$ cat src/rtl/vga_arb_pkg.sv
`default_nettype none
// ============================================================================
// Module      : vga_arb_pkg
// Description : Region codes and FSM state encoding shared by the VGA bus
//               arbiter and its round-robin helper.
// Revision    : 1.0 - initial release
// ============================================================================
package vga_arb_pkg;

    localparam logic [1:0] REG_TEXT   = 2'b00;
    localparam logic [1:0] REG_GRAPH  = 2'b01;
    localparam logic [1:0] REG_CURSOR = 2'b10;
    localparam logic [1:0] REG_REG    = 2'b11;

    typedef enum logic [1:0] {
        IDLE   = 2'd0,
        ISSUE  = 2'd1,
        RDWAIT = 2'd2,
        ACK    = 2'd3
    } arb_state_t;

    // Text and graph memories are shared with the frame fetch; cursor/reg are not.
    function automatic logic busy_sensitive(input logic [1:0] region);
        return (region == REG_TEXT) || (region == REG_GRAPH);
    endfunction

endpackage
`default_nettype wire

$ cat src/rtl/rr_arb2.sv
`default_nettype none
// ============================================================================
// Module      : rr_arb2
// Description : Two-way round-robin pick; a lone requester always wins, a tie
//               goes to the side not granted last.
// Revision    : 1.0 - initial release
// ============================================================================
module rr_arb2 (
    input  logic [1:0] eligible,
    input  logic       last_grant,
    output logic       grant,
    output logic       valid
);

    always_comb begin
        valid = |eligible;
        grant = 1'b0;
        case (eligible)
            2'b01:   grant = 1'b0;
            2'b10:   grant = 1'b1;
            2'b11:   grant = ~last_grant;
            default: grant = 1'b0;
        endcase
    end

endmodule
`default_nettype wire

$ cat src/rtl/vga_bus_arbiter.sv
`default_nettype none
// ============================================================================
// Module      : vga_bus_arbiter
// Description : Shares the VGA controller access port between the CPU (0) and
//               the blitter (1). Optional macro VGA_ARB_BUSY_DEFER_EN defers
//               text/graph requests while the controller fetches the frame.
// Revision    : 1.0 - initial release
// ============================================================================
module vga_bus_arbiter
    import vga_arb_pkg::*;
#(
    parameter int RD_LAT  = 1,
    parameter int SEL_LSB = 16
) (
    input  logic        clk,
    input  logic        rst,
    input  logic        req0,
    input  logic        req1,
    input  logic        wr0,
    input  logic        wr1,
    input  logic [31:0] addr0,
    input  logic [31:0] addr1,
    input  logic [31:0] wdata0,
    input  logic [31:0] wdata1,
    output logic        ack0,
    output logic        ack1,
    output logic [31:0] rdata0,
    output logic [31:0] rdata1,
    output logic        we_text,
    output logic        we_graph,
    output logic        we_cursor,
    output logic        we_reg,
    output logic        rd_text,
    output logic        rd_graph,
    output logic        rd_cursor,
    output logic        rd_reg,
    output logic [31:0] vga_addr,
    output logic [31:0] vga_wdata,
    input  logic [31:0] vga_rdata,
    input  logic        vga_busy
);

    localparam int             c_CNT_W    = (RD_LAT > 2) ? $clog2(RD_LAT) : 1;
    localparam logic [c_CNT_W-1:0] c_CNT_LOAD = c_CNT_W'((RD_LAT > 0) ? RD_LAT - 1 : 0);

    arb_state_t         r_state;
    arb_state_t         w_next;
    logic               r_grant;
    logic               r_last_grant;
    logic               r_wr;
    logic [1:0]         r_region;
    logic [c_CNT_W-1:0] r_cnt;

    logic [1:0]         w_region0;
    logic [1:0]         w_region1;
    logic [1:0]         w_eligible;
    logic               w_grant;
    logic               w_valid;
    logic               w_capture;
    logic               w_strobe_on;
    logic               w_ack_on;

    assign w_region0 = addr0[SEL_LSB+1:SEL_LSB];
    assign w_region1 = addr1[SEL_LSB+1:SEL_LSB];

`ifdef VGA_ARB_BUSY_DEFER_EN
    assign w_eligible[0] = req0 & ~(vga_busy & busy_sensitive(w_region0));
    assign w_eligible[1] = req1 & ~(vga_busy & busy_sensitive(w_region1));
`else
    logic w_unused_busy;
    assign w_unused_busy = vga_busy;
    assign w_eligible    = {req1, req0};
`endif

    rr_arb2 u_rr_arb2 (
        .eligible   (w_eligible),
        .last_grant (r_last_grant),
        .grant      (w_grant),
        .valid      (w_valid)
    );

    always_ff @(posedge clk or negedge rst) begin
        if (!rst) begin
            r_state <= IDLE;
        end else begin
            r_state <= w_next;
        end
    end

    always_comb begin
        w_next      = r_state;
        w_capture   = 1'b0;
        w_strobe_on = 1'b0;
        w_ack_on    = 1'b0;
        case (r_state)
            IDLE: begin
                if (w_valid) begin
                    w_next = ISSUE;
                end
            end
            ISSUE: begin
                w_strobe_on = 1'b1;
                if (r_wr) begin
                    w_next = ACK;
                end else if (RD_LAT == 0) begin
                    w_capture = 1'b1;
                    w_next    = ACK;
                end else begin
                    w_next = RDWAIT;
                end
            end
            RDWAIT: begin
                w_strobe_on = 1'b1;
                if (r_cnt == '0) begin
                    w_capture = 1'b1;
                    w_next    = ACK;
                end
            end
            ACK: begin
                w_ack_on = 1'b1;
                w_next   = IDLE;
            end
            default: w_next = IDLE;
        endcase
    end

    // Strobes decode from registered state only, so an async reset kills them at once.
    assign we_text   = w_strobe_on &  r_wr & (r_region == REG_TEXT);
    assign we_graph  = w_strobe_on &  r_wr & (r_region == REG_GRAPH);
    assign we_cursor = w_strobe_on &  r_wr & (r_region == REG_CURSOR);
    assign we_reg    = w_strobe_on &  r_wr & (r_region == REG_REG);
    assign rd_text   = w_strobe_on & ~r_wr & (r_region == REG_TEXT);
    assign rd_graph  = w_strobe_on & ~r_wr & (r_region == REG_GRAPH);
    assign rd_cursor = w_strobe_on & ~r_wr & (r_region == REG_CURSOR);
    assign rd_reg    = w_strobe_on & ~r_wr & (r_region == REG_REG);
    assign ack0      = w_ack_on & ~r_grant;
    assign ack1      = w_ack_on &  r_grant;

    always_ff @(posedge clk or negedge rst) begin
        if (!rst) begin
            r_grant      <= 1'b0;
            r_last_grant <= 1'b1;
            r_wr         <= 1'b0;
            r_region     <= REG_TEXT;
            r_cnt        <= '0;
            vga_addr     <= '0;
            vga_wdata    <= '0;
            rdata0       <= '0;
            rdata1       <= '0;
        end else begin
            if (r_state == IDLE && w_valid) begin
                r_grant      <= w_grant;
                r_last_grant <= w_grant;
                r_wr         <= w_grant ? wr1       : wr0;
                r_region     <= w_grant ? w_region1 : w_region0;
                vga_addr     <= w_grant ? addr1     : addr0;
                vga_wdata    <= w_grant ? wdata1    : wdata0;
            end
            if (r_state == ISSUE) begin
                r_cnt <= c_CNT_LOAD;
            end else if (r_state == RDWAIT) begin
                r_cnt <= r_cnt - 1'b1;
            end
            if (w_capture) begin
                if (r_grant) begin
                    rdata1 <= vga_rdata;
                end else begin
                    rdata0 <= vga_rdata;
                end
            end
        end
    end

endmodule
`default_nettype wire

$ cat config.mk
export PLATFORM = sky130hd
export DESIGN_NAME = vga_bus_arbiter
export DESIGN_NICKNAME = d
export VERILOG_FILES = /design/src/rtl/vga_arb_pkg.sv /design/src/rtl/rr_arb2.sv /design/src/rtl/vga_bus_arbiter.sv
export SDC_FILE = /design/constraint.sdc
export NUM_CORES = 1
export LEC_CHECK = 0
export ABC_AREA = 1
export CORE_MARGIN = 3
export CORE_UTILIZATION = 40
export CTS_CLUSTER_SIZE = 12
export DETAILED_ROUTE_END_ITERATION = 12
export PLACE_DENSITY = 0.89
export SLEW_MARGIN = 20
export SYNTH_ARGS = -nofsm -noshare
export SYNTH_HDL_FRONTEND = slang
export SYNTH_SLANG_ARGS = --single-unit
export TNS_END_PERCENT = 5
$ cat constraint.sdc
create_clock -name clk -period 1.92 [get_ports clk]
set_input_delay 0.48 -clock clk [delete_from_list [all_inputs] [get_ports clk]]
set_output_delay 0.48 -clock clk [all_outputs]
set_load 0.02 [all_outputs]
==> metrics.yaml <==
sta:
  worst_slew_pin_slew_ns: 0.334
  finClkSkew_ns: 0.00856
  hold_violations: 0
  grt_setup_unrepaired: "true"
  finalSetupViolCount: 9
  slew_viol_final: 0
  fmax_mhz: 492
  post-route-min-period_ns: 2.03
  setup_ws_ns: -0.113
  fin_setup_tns_ns: -0.706
  period_share: 1.06
  max-slew-margin-rel: 0.776
job:
  cap_violations: 0
yosys:
  synth_area_um2: 6410
  synth_compound_area_frac: 0.0523
  ys_seq_area_frac: 0.523
  syn_inst: 852
  synth_top_family_by_area: "simple AND/OR/NAND/NOR gates"
  syn_area_per_cell_um2: 7.53
  yosys.area_share.simple: 0.277
  ys_types: 15
  synth_xor_area_frac: 0
  syn_nets: 1024
  ys_ff_latch: 134
  synthAdderAreaFrac: 0.00976
  yosysWarnings: 0
  muxShareOfSynthArea: 0
worst_setup_path:
  r2r_end: "rdata1[14]"
  start_kind: "flip-flop"
  timing.critical_path.slowest_cell_delay_ns: 0.36
  worstSetupPathType: "reg2out"
  critPathSlowestCell: "dfrtp_1"
  cp.arrival_ns: 1.55
  path_cells: "inv_2 -> ha_4 -> nand2_4 -> nor3_4 -> buf_6"
  ff2ff_path_depth: 6
  crit_path_end_kind: "output pin"
  crit_required_ns: 1.44
  cp_max_fo: 4
  r2r-start: "r_state[0]"
  r2r_slack_ns: 0.21
placed_design:
  hpwl_um: 15100
  place_area_um2: 9780
  io_buffers: 303
  globalplace.congestion: 0.813
  dpl.cell_count: 1340
worst_hold_path:
  min_to: "vga_wdata[24]"
  hold_path_depth: 2
  worstHoldStart: "vga_wdata[24]"
  worst_hold_path_type: "reg2reg"
power:
  leakage_nw: 5.68
  power_mw: 17.0
  p_per_area_nw_per_um2: 1630
  vdd_drop_max_v: 0.000843
floorplan:
  io_pins: 305
  coreArea_um2: 15400
  die_area_um2: 17600
  dieWidth_um: 133
  row_count: 45
  die_y_um: 133
  initial_core_util: 0.416
grt:
  grt_first_pass_wirelength_um: 34100
  grt_antenna_before_repair: 0
  grt_overflow: 0
  grt_pass1_vias: 6596
  grtUsageTotal: 0.241
  grt_max_degree: 68
route:
  first_pass_iters: 5
  drt_iter0_markers: 281
  finalWirelength_um: 20900
  wl_per_cell_um: 15.2
  drtAntennaViolNets: 0
  via_per_inst: 4.74
  num_vias: 6511
  drc: 0
clock_network:
  path_clk_slew_ns: 0.06
  clock_latency_ns: 0.41
  cts-root-buf: "clkbuf_16"
  clk_path_buf_depth: 2
  cts_tree: "built"
  cts.htree.levels: 4
  cts_setup_buffers: 0
  cts_buffers: 17
  numClockSinks: 134
status:
  violations: "negative setup slack"
  status: "finished with violations"
cells_and_area:
  utilization: 0.679
  num-fill-cells: 1225
  finalNonFillerCells: 1373
  layout-drive-gt1-share: 0.0757
  num_antenna_cells: 0
  syn2layout_area_growth_pct: 63.5
  multiInputGateArea_um2: 2280
  regArea_um2: 3360
  final_area_um2: 10500
  nNetsFinal: 1321
## cell usage after synthesis
library cell / count / share of area
o21ai_0: 66 / 0.052
a21oi_1: 1 / 0.00078
inv_1: 174 / 0.10
ha_1: 5 / 0.0098
buf_4: 6 / 0.0070
clkbuf_1: 17 / 0.010
nor2_2: 1 / 0.00098
nand2_1: 276 / 0.16
dfrtp_1: 133 / 0.52
nand3_1: 136 / 0.11
nor3_1: 8 / 0.0062
dfstp_2: 1 / 0.0041
buf_2: 24 / 0.019
inv_2: 1 / 0.00058
nor2_1: 3 / 0.0018
## stage by stage
step,setup slack (ns),hold slack (ns)
3_3_place_gp,-0.175,0.383
5_1_grt,-0.189,0.490
6_report,-0.113,0.477
2_1_floorplan,0.0652,0.184
3_5_place_dp,-0.243,0.387
4_1_cts,-0.128,0.481
## flip-flops by register name, indices dropped and copies added (netlist names)
name,cells
r_cnt,1
r_grant,1
r_last_grant,1
r_state,2
r_wr,1
rdata0,32
rdata1,32
vga_addr,32
vga_wdata,32
## critical path, delay by kind of cell (launching register included)
kind | cells | cell delay [ns]
flip-flops | 1 | 0.36
adder cells (fa/ha/maj) | 1 | 0.30
AND/OR/NAND/NOR | 2 | 0.27
buffers and inverters | 2 | 0.21
## layer usage
| metal | wire (µm) | vias up | track usage |
|---|---|---|---|
| met5 | 0 | - | 0 |
| met3 | 1280 | 59 | 0.0578 |
| met4 | 852 | 0 | 0.110 |
| li1 | - | 3174 | - |
| met1 | 8000 | 3029 | 0.282 |
| met2 | 10800 | 249 | 0.421 |
## final cells by class
cell class,count,area share
Tap cell,211,0.0252
Multi-Input combinational cell,496,0.218
Inverter,175,0.0627
Clock inverter,12,0.00895
Sequential cell,134,0.320
Clock buffer,20,0.0436
Timing Repair Buffer,325,0.321
## logic make-up (layout without fill, tap and decap cells)
| group | after synthesis | after routing |
|---|---|---|
| AOI/OAI and AO/OA | 67 | 67 |
| adders and majority gates | 5 | 5 |
| buffers and inverters | 222 | 532 |
| DFF | 134 | 134 |
| and+or+nand+nor | 424 | 424 |
## power by group
part / internal [mW] / switching (mW)
combinational: 3.91 / 4.99
sequential: 4.29 / 0.839
clock: 1.74 / 1.28
total: 9.94 / 7.10
## layout by cell type, fill, tap and decap left out, types with 4 or more instances in the layout
master	instances
buf_12	10
buf_4	17
buf_6	4
clkbuf_16	17
clkdlybuf4s50_1	261
dfrtp_1	131
dlygate4sd2_1	5
dlymetal6s2s_1	25
inv_1	172
inv_6	5
nand2_1	272
nand3_1	134
nor3_2	6
o21ai_0	66
## worst max path at each step
| stage | from | endpoint | depth (start not counted) |
|---|---|---|---|
| finish | r_state[1] | rd_graph | 5 |
| global route | r_state[1] | rd_graph | 5 |
| CTS | r_state[0] | ack1 | 5 |
| detailed placement | r_state[1] | we_cursor | 5 |
| global placement | r_state[1] | rd_text | 5 |
| floorplan | r_state[0] | rd_cursor | 4 |
## timing repair
| item | 4_1_cts | 5_1_grt |
|---|---|---|
| pin swaps | 2 | 3 |
| gates cloned | 0 | 0 |
| setup endpoints to repair | 14 | 36 |
| hold endpoints to repair | 29 | 0 |
| hold buffers | 1 | 0 |
| gates resized for setup | 63 | 43 |
Power figures use the tool's default switching activity.
